## src/rtl/tone_pkg.sv

```systemverilog
// Shared constants for the tone generator family: clock rate, default widths
// and the frequency-to-half-period conversion used when programming channels.
package tone_pkg;

   localparam int unsigned CLOCK_FREQUENCY = 125_000_000;
   localparam int          DEF_PERIOD_W    = 24;
   localparam int          DEF_VOL_W       = 4;

   function automatic int unsigned half_period(input int unsigned freq_hz);
      return CLOCK_FREQUENCY / (2 * freq_hz);
   endfunction

endpackage

```

## src/rtl/tone_channel.sv

```systemverilog
// One square-wave tone channel: half-period counter, tone state, current and
// pending half-period with a glitch-free handover at the toggle boundary.
module tone_channel
   import tone_pkg::*;
#(
   parameter int PERIOD_W = DEF_PERIOD_W,
   parameter int VOL_W    = DEF_VOL_W
) (
   input  logic                clk,
   input  logic                rst_n,
   input  logic                en_i,
   input  logic                wr_i,
   input  logic [PERIOD_W-1:0] half_period_i,
   input  logic [VOL_W-1:0]    volume_i,
   output logic                state_o,
   output logic [VOL_W-1:0]    volume_o
);

   logic [PERIOD_W-1:0] cnt_q, cnt_d;
   logic [PERIOD_W-1:0] cur_q, cur_d;
   logic [PERIOD_W-1:0] pend_q, pend_d;
   logic                state_q, state_d;
   logic                pflag_q, pflag_d;
   logic [VOL_W-1:0]    vol_q, vol_d;
   logic                en_q;
   logic                idle;
   logic                silent;
   logic                boundary;

   // A channel that was enabled last cycle still counts as running, so a write
   // landing on the enable-fall cycle is deferred to pending.
   assign idle     = !(en_i || en_q) || (cur_q == '0);
   assign silent   = !en_i || (cur_q == '0);
   assign boundary = !silent && (cnt_q == cur_q - PERIOD_W'(1));

   always_comb begin
      cnt_d   = cnt_q;
      state_d = state_q;
      cur_d   = cur_q;
      pend_d  = pend_q;
      pflag_d = pflag_q;
      vol_d   = vol_q;

      if (silent) begin
         cnt_d   = '0;
         state_d = 1'b0;
      end else if (boundary) begin
         cnt_d   = '0;
         state_d = !state_q;
         if (pflag_q) begin
            cur_d   = pend_q;
            pflag_d = 1'b0;
         end
      end else begin
         cnt_d = cnt_q + PERIOD_W'(1);
      end

      // A write on a boundary cycle overrides the flag clear: the boundary
      // consumed the old pending value, the new one waits for the next.
      if (wr_i) begin
         vol_d = volume_i;
         if (idle) begin
            cur_d   = half_period_i;
            cnt_d   = '0;
            state_d = 1'b0;
            pflag_d = 1'b0;
         end else begin
            pend_d  = half_period_i;
            pflag_d = 1'b1;
         end
      end
   end

   always_ff @(posedge clk or negedge rst_n) begin
      if (!rst_n) begin
         cnt_q   <= '0;
         cur_q   <= '0;
         pend_q  <= '0;
         state_q <= 1'b0;
         pflag_q <= 1'b0;
         vol_q   <= '0;
         en_q    <= 1'b0;
      end else begin
         cnt_q   <= cnt_d;
         cur_q   <= cur_d;
         pend_q  <= pend_d;
         state_q <= state_d;
         pflag_q <= pflag_d;
         vol_q   <= vol_d;
         en_q    <= en_i;
      end
   end

   assign state_o  = state_q;
   assign volume_o = vol_q;

endmodule

```

## src/rtl/multi_tone_generator.sv

```systemverilog
// Multi-channel square-wave generator: config decode, per-channel tone cores,
// volume mixing and a single-bit PWM output for the speaker pin.
module multi_tone_generator
   import tone_pkg::*;
#(
   parameter  int NUM_CH   = 2,
   parameter  int PERIOD_W = DEF_PERIOD_W,
   parameter  int VOL_W    = DEF_VOL_W,
   localparam int CH_W     = (NUM_CH > 1) ? $clog2(NUM_CH) : 1,
   localparam int LVL_W    = VOL_W + $clog2(NUM_CH + 1)
) (
   input  logic                clk,
   input  logic                rst_n,
   input  logic [NUM_CH-1:0]   output_enable,
   input  logic                cfg_valid,
   output logic                cfg_ready,
   input  logic [CH_W-1:0]     cfg_ch,
   input  logic [PERIOD_W-1:0] cfg_half_period,
   input  logic [VOL_W-1:0]    cfg_volume,
   output logic [NUM_CH-1:0]   square_wave_out,
   output logic                mix_out
);

   logic                ready_q;
   logic                cfg_take;
   logic [NUM_CH-1:0]   state;
   logic [VOL_W-1:0]    vol [NUM_CH];
   logic [LVL_W-1:0]    level;
   logic [LVL_W-1:0]    carrier_q, carrier_d;
   logic                mix_q, mix_d;

   assign cfg_take = cfg_valid && ready_q;

   for (genvar c = 0; c < NUM_CH; c++) begin : g_ch
      logic wr;
      // Out-of-range channel numbers simply match no instance.
      assign wr = cfg_take && (32'(cfg_ch) == c);

      tone_channel #(
         .PERIOD_W (PERIOD_W),
         .VOL_W    (VOL_W)
      ) u_ch (
         .clk           (clk),
         .rst_n         (rst_n),
         .en_i          (output_enable[c]),
         .wr_i          (wr),
         .half_period_i (cfg_half_period),
         .volume_i      (cfg_volume),
         .state_o       (state[c]),
         .volume_o      (vol[c])
      );
   end

   always_comb begin
      level = '0;
      for (int c = 0; c < NUM_CH; c++) begin
         if (state[c]) level = level + LVL_W'(vol[c]);
      end
   end

   // Carrier wraps naturally at all-ones; full-scale level leaves one low slot.
   assign carrier_d = carrier_q + LVL_W'(1);
   assign mix_d     = (carrier_q < level);

   always_ff @(posedge clk or negedge rst_n) begin
      if (!rst_n) begin
         ready_q   <= 1'b0;
         carrier_q <= '0;
         mix_q     <= 1'b0;
      end else begin
         ready_q   <= 1'b1;
         carrier_q <= carrier_d;
         mix_q     <= mix_d;
      end
   end

   assign cfg_ready       = ready_q;
   assign square_wave_out = state;
   assign mix_out         = mix_q;

endmodule

```

## config.mk

```make
export PLATFORM = sky130hd
export DESIGN_NAME = multi_tone_generator
export DESIGN_NICKNAME = d
export VERILOG_FILES = /design/src/rtl/tone_pkg.sv /design/src/rtl/tone_channel.sv /design/src/rtl/multi_tone_generator.sv
export SDC_FILE = /design/constraint.sdc
export NUM_CORES = 1
export LEC_CHECK = 0
export CAP_MARGIN = 10
export CELL_PAD_IN_SITES_DETAIL_PLACEMENT = 2
export CELL_PAD_IN_SITES_GLOBAL_PLACEMENT = 2
export CORE_UTILIZATION = 45
export CTS_BUF_LIST = sky130_fd_sc_hd__clkbuf_8
export DETAILED_ROUTE_END_ITERATION = 10
export GPL_ROUTABILITY_DRIVEN = 0
export PLACE_DENSITY = 0.87
export SYNTH_ARGS = -nofsm -noshare
export SYNTH_HDL_FRONTEND = slang
export SYNTH_SLANG_ARGS = --single-unit
```

## constraint.sdc

```tcl
create_clock -name clk -period 6.8 [get_ports clk]
set_input_delay 1.36 -clock clk [delete_from_list [all_inputs] [get_ports clk]]
set_output_delay 1.36 -clock clk [all_outputs]
set_load 0.1 [all_outputs]
```

==> impl_metrics.prom <==
# TYPE chip_impl_metric gauge
chip_impl_metric{name="dpl-instance-area",unit="um2"} 9780
chip_impl_metric{name="layout-area-overhead-vs-synth",unit="%"} 9.71
chip_impl_metric{name="final-max-slew-violation-count",unit=""} 0
chip_impl_info{name="clk_root_buffer_cell",value="clkbuf_8"} 1
chip_impl_metric{name="antenna_left",unit=""} 0
chip_impl_metric{name="ir_worst_vdd",unit="mV"} 0.139
chip_impl_metric{name="die_w",unit="um"} 146
chip_impl_metric{name="effective_utilization_at_floorplan",unit="%"} 45.9
chip_impl_metric{name="synth.net_count",unit=""} 990
chip_impl_metric{name="first_global_vias",unit=""} 8165
chip_impl_info{name="hold-path-endpoint",value="mix_out"} 1
chip_impl_metric{name="final.min_clock_period",unit="ns"} 4.49
chip_impl_metric{name="synthesis.area_per_instance",unit="um2"} 9.88
chip_impl_metric{name="routedWlPerCell",unit="um"} 23.7
chip_impl_metric{name="tritoncts.num_buffers",unit=""} 17
chip_impl_metric{name="place.detailed.hpwl",unit="mm"} 20.2
chip_impl_metric{name="p_per_area",unit="nW/um2"} 263
chip_impl_metric{name="worst_slew_pin_slew",unit="ns"} 1.11
chip_impl_metric{name="timing.final.crit_share",unit="%"} 66.0
chip_impl_metric{name="yosys.cell_types.count",unit=""} 66
chip_impl_metric{name="routed_via_count",unit=""} 7502
chip_impl_info{name="r2r-start",value="g_ch[0].u_ch.cur_q[8]"} 1
chip_impl_metric{name="grt_start_max_net_pins",unit=""} 102
chip_impl_metric{name="clk-insertion-delay-late",unit="ns"} 0.49
chip_impl_metric{name="stdcell_count",unit=""} 1233
chip_impl_metric{name="report.final.setup_viol",unit=""} 0
chip_impl_metric{name="postLayoutCellArea",unit="um2"} 10200
chip_impl_info{name="post-synth-top-count-cell",value="dfrtp_1"} 1
chip_impl_metric{name="multiInputGateArea",unit="um2"} 4800
chip_impl_metric{name="critical_path_required",unit="ns"} 7.19
chip_impl_metric{name="share_of_flip_flops_with_an_asynchronous_set_or_reset_after_synthesis",unit="%"} 100
chip_impl_metric{name="num-fill-cells",unit=""} 2084
chip_impl_metric{name="cts_resized",unit=""} 0
chip_impl_metric{name="postCtsSetupRepairBufs",unit=""} 0
chip_impl_metric{name="number_of_max_cap_violations",unit=""} 0
chip_impl_metric{name="synth-edff-count",unit=""} 0
chip_impl_metric{name="tns",unit="ns"} 0
chip_impl_metric{name="arrival",unit="ns"} 4.89
chip_impl_metric{name="grt_util_all_layers",unit="%"} 28.5
chip_impl_metric{name="tritoncts_num_sinks",unit=""} 166
chip_impl_metric{name="layout.core_utilization",unit="%"} 50.4
chip_impl_metric{name="max-slew-margin-rel",unit="%"} 26.0
chip_impl_info{name="library_cell_occupying_the_most_area_in_the_post_synthesis_netlist",value="dfrtp_1"} 1
chip_impl_metric{name="grt_pass1_wl",unit="mm"} 47.0
chip_impl_metric{name="seq_area",unit="um2"} 4150
chip_impl_metric{name="synth_top_area_share",unit="%"} 44.7
chip_impl_metric{name="grt_antenna_before_repair",unit=""} 0
chip_impl_metric{name="fp-row-count",unit=""} 52
chip_impl_metric{name="synth-warning-count",unit=""} 0
chip_impl_metric{name="cts.clk_slew.worst_paths",unit="ns"} 0.10
chip_impl_metric{name="firstDrtPassIters",unit=""} 7
chip_impl_info{name="timing.critical_path.to_type",value="flop"} 1
chip_impl_metric{name="drt_drc_violations_left",unit=""} 0
chip_impl_metric{name="leak_pwr",unit="nW"} 4.17
chip_impl_metric{name="clock.fmax",unit="MHz"} 223
chip_impl_metric{name="worstPathMaxFanout",unit=""} 25
chip_impl_metric{name="setup.reg_to_reg.worst_slack",unit="ns"} 2.31
chip_impl_metric{name="netlist_instances",unit=""} 940
chip_impl_metric{name="skew",unit="ns"} 0.0171
chip_impl_metric{name="clk_path_buf_depth",unit=""} 2
chip_impl_metric{name="postSynthRegisterBits",unit=""} 166
chip_impl_metric{name="avgViaCountPerCell",unit=""} 6.08
chip_impl_info{name="timing_worst_setup_path_type",value="reg -> reg"} 1
chip_impl_metric{name="post_cts_hold_buffer_count",unit=""} 0
chip_impl_metric{name="antenna-diode-count",unit=""} 0
chip_impl_metric{name="fin_hold_viols",unit=""} 0
chip_impl_info{name="cts_tree",value="built"} 1
chip_impl_metric{name="netlist_area",unit="um2"} 9290
chip_impl_metric{name="core_area",unit="um2"} 20200
chip_impl_metric{name="drt-initial-drc-count",unit=""} 366
chip_impl_info{name="netlist_top_cells_count",value="dfrtp_1 (166), nor2_1 (110), xnor2_1 (62)"} 1
chip_impl_info{name="status",value="completed"} 1
chip_impl_metric{name="placement.io_buffers",unit=""} 37
chip_impl_metric{name="drive_above_1_share",unit="%"} 11.3
chip_impl_metric{name="layout.nets",unit=""} 1000
chip_impl_metric{name="ctsHtreeMaxLevel",unit=""} 4
chip_impl_info{name="timing.hold.worst.start",value="carrier_q[5]"} 1
chip_impl_metric{name="grt_overflow_total",unit=""} 0
chip_impl_metric{name="i_o_pin_total",unit=""} 38
chip_impl_info{name="crit-reg2reg-capture",value="g_ch[0].u_ch.cur_q[1]"} 1
chip_impl_info{name="grt_setup_unrepaired",value="no"} 1
chip_impl_info{name="ys_top_cells_by_area",value="dfrtp_1 (45%), mux2_2 (6.8%), xnor2_1 (5.8%)"} 1
chip_impl_metric{name="die-area",unit="um2"} 21200
chip_impl_metric{name="drt_wl_total",unit="mm"} 29.2
chip_impl_metric{name="number_of_instances_in_the_placed_design",unit=""} 1201
chip_impl_metric{name="r2r.worst_path.cells",unit=""} 8
chip_impl_info{name="critical_path.startpoint_type",value="flop"} 1
chip_impl_metric{name="fp.dieH",unit="um"} 146
chip_impl_metric{name="seq_area_frac_synth",unit="%"} 44.7
chip_impl_info{name="synth-main-ff-cell",value="dfrtp_1"} 1
chip_impl_metric{name="holdPathStages",unit=""} 1
chip_impl_info{name="worst_hold_path_type",value="reg -> reg"} 1
-- report_power, final --
group          switching, mW  internal, mW
logic                  0.334         0.269
clock network          0.415         0.349
registers              0.183          1.13
-- worst max path at each step --
stage,slack [ns],end,start
after detailed placement,2.48,g_ch[0].u_ch.cur_q[6],g_ch[0].u_ch.cur_q[8]
final,2.31,g_ch[0].u_ch.cur_q[1],g_ch[0].u_ch.cur_q[8]
after global routing,2.04,g_ch[0].u_ch.cur_q[1],g_ch[0].u_ch.cur_q[9]
after CTS,2.34,g_ch[0].u_ch.cur_q[1],g_ch[0].u_ch.cur_q[8]
after global placement,2.68,g_ch[0].u_ch.cur_q[4],output_enable[0]
after floorplan,3.39,g_ch[0].u_ch.cnt_q[14],g_ch[0].u_ch.cur_q[0]
-- cells in the final DEF (no fill, tap or decap), types with 9 or more instances in the layout --
| cell | netlist | layout |
|---|---|---|
| a31oi_1 | 25 | 25 |
| nor2_1 | 110 | 109 |
| or4_1 | 15 | 15 |
| nand4_1 | 38 | 38 |
| nor4_1 | 13 | 13 |
| clkdlybuf4s50_1 | 0 | 36 |
| o21ai_0 | 14 | 14 |
| inv_1 | 14 | 14 |
| dfrtp_1 | 166 | 166 |
| or3_1 | 10 | 10 |
| ha_1 | 15 | 15 |
| nor3_1 | 18 | 18 |
| a21oi_1 | 14 | 14 |
| and3_1 | 12 | 12 |
| nand3_1 | 31 | 31 |
| nand2_1 | 53 | 53 |
| mux2i_1 | 30 | 30 |
| buf_4 | 5 | 9 |
| clkbuf_8 | 0 | 19 |
| o21ai_1 | 49 | 49 |
| mux2_2 | 56 | 56 |
| xnor2_1 | 62 | 62 |
| xor2_1 | 46 | 46 |
-- per-layer routing --
metal  part of all wire (%)  up-vias  track usage, %
li1                       -     3368               -
met1                     45     3948            37.3
met2                     51      141            49.1
met3                    2.5       45            4.14
met4                    1.9        0            7.95
met5                      0        -               0
-- final cells by class --
class                           count  area share [%]
Clock buffer                       19            2.57
Clock inverter                     13            1.45
Inverter                           14           0.516
Multi-Input combinational cell    705            47.1
Sequential cell                   166            40.8
Tap cell                          270            3.32
Timing Repair Buffer               46            4.31
-- logic make-up (layout without fill, tap and decap cells) --
logic type                 count (synthesis)  after routing  share of synthesized area, %
and+or+nand+nor                          351            351                          19.5
xor gates and xnor gates                 109            109                          10.4
adders and majority gates                 16             16                          2.24
muxes                                     86             86                          10.0
other                                      1              1                        0.0404
DFF                                      166            166                          44.7
AOI/OAI and AO/OA                        142            142                          9.35
buffers and inverters                     69             92                          3.73
-- worst max-delay path: stages (launching register included) --
cell and delay, ns:
dfrtp_1 0.45, or4_1 0.66, nor4_1 0.81, buf_4 0.29
nand4_1 0.18, and3_1 0.61, or3b_1 0.95, o21ai_1 0.20
a31oi_1 0.25
-- flip-flops by register name, summed over array words and instances (netlist names) --
signal              flops
g_ch.u_ch.cnt_q        48
g_ch.u_ch.cur_q        48
g_ch.u_ch.pend_q       48
g_ch.u_ch.volume_o      8
carrier_q               6
g_ch.u_ch.en_q          2
g_ch.u_ch.pflag_q       2
g_ch.u_ch.state_o       2
cfg_ready               1
mix_out                 1
-- per-stage QoR --
stage | total power, mW | hold WS [ns] | setup slack (ns)
2_1_floorplan | 1.68 | 0.428 | 3.39
3_3_place_gp | 1.84 | 0.459 | 2.68
3_5_place_dp | 1.91 | 0.474 | 2.48
4_1_cts | 2.69 | 0.493 | 2.34
5_1_grt | 2.79 | 0.507 | 2.04
6_report | 2.68 | 0.479 | 2.31
Power figures use the tool's default switching activity.
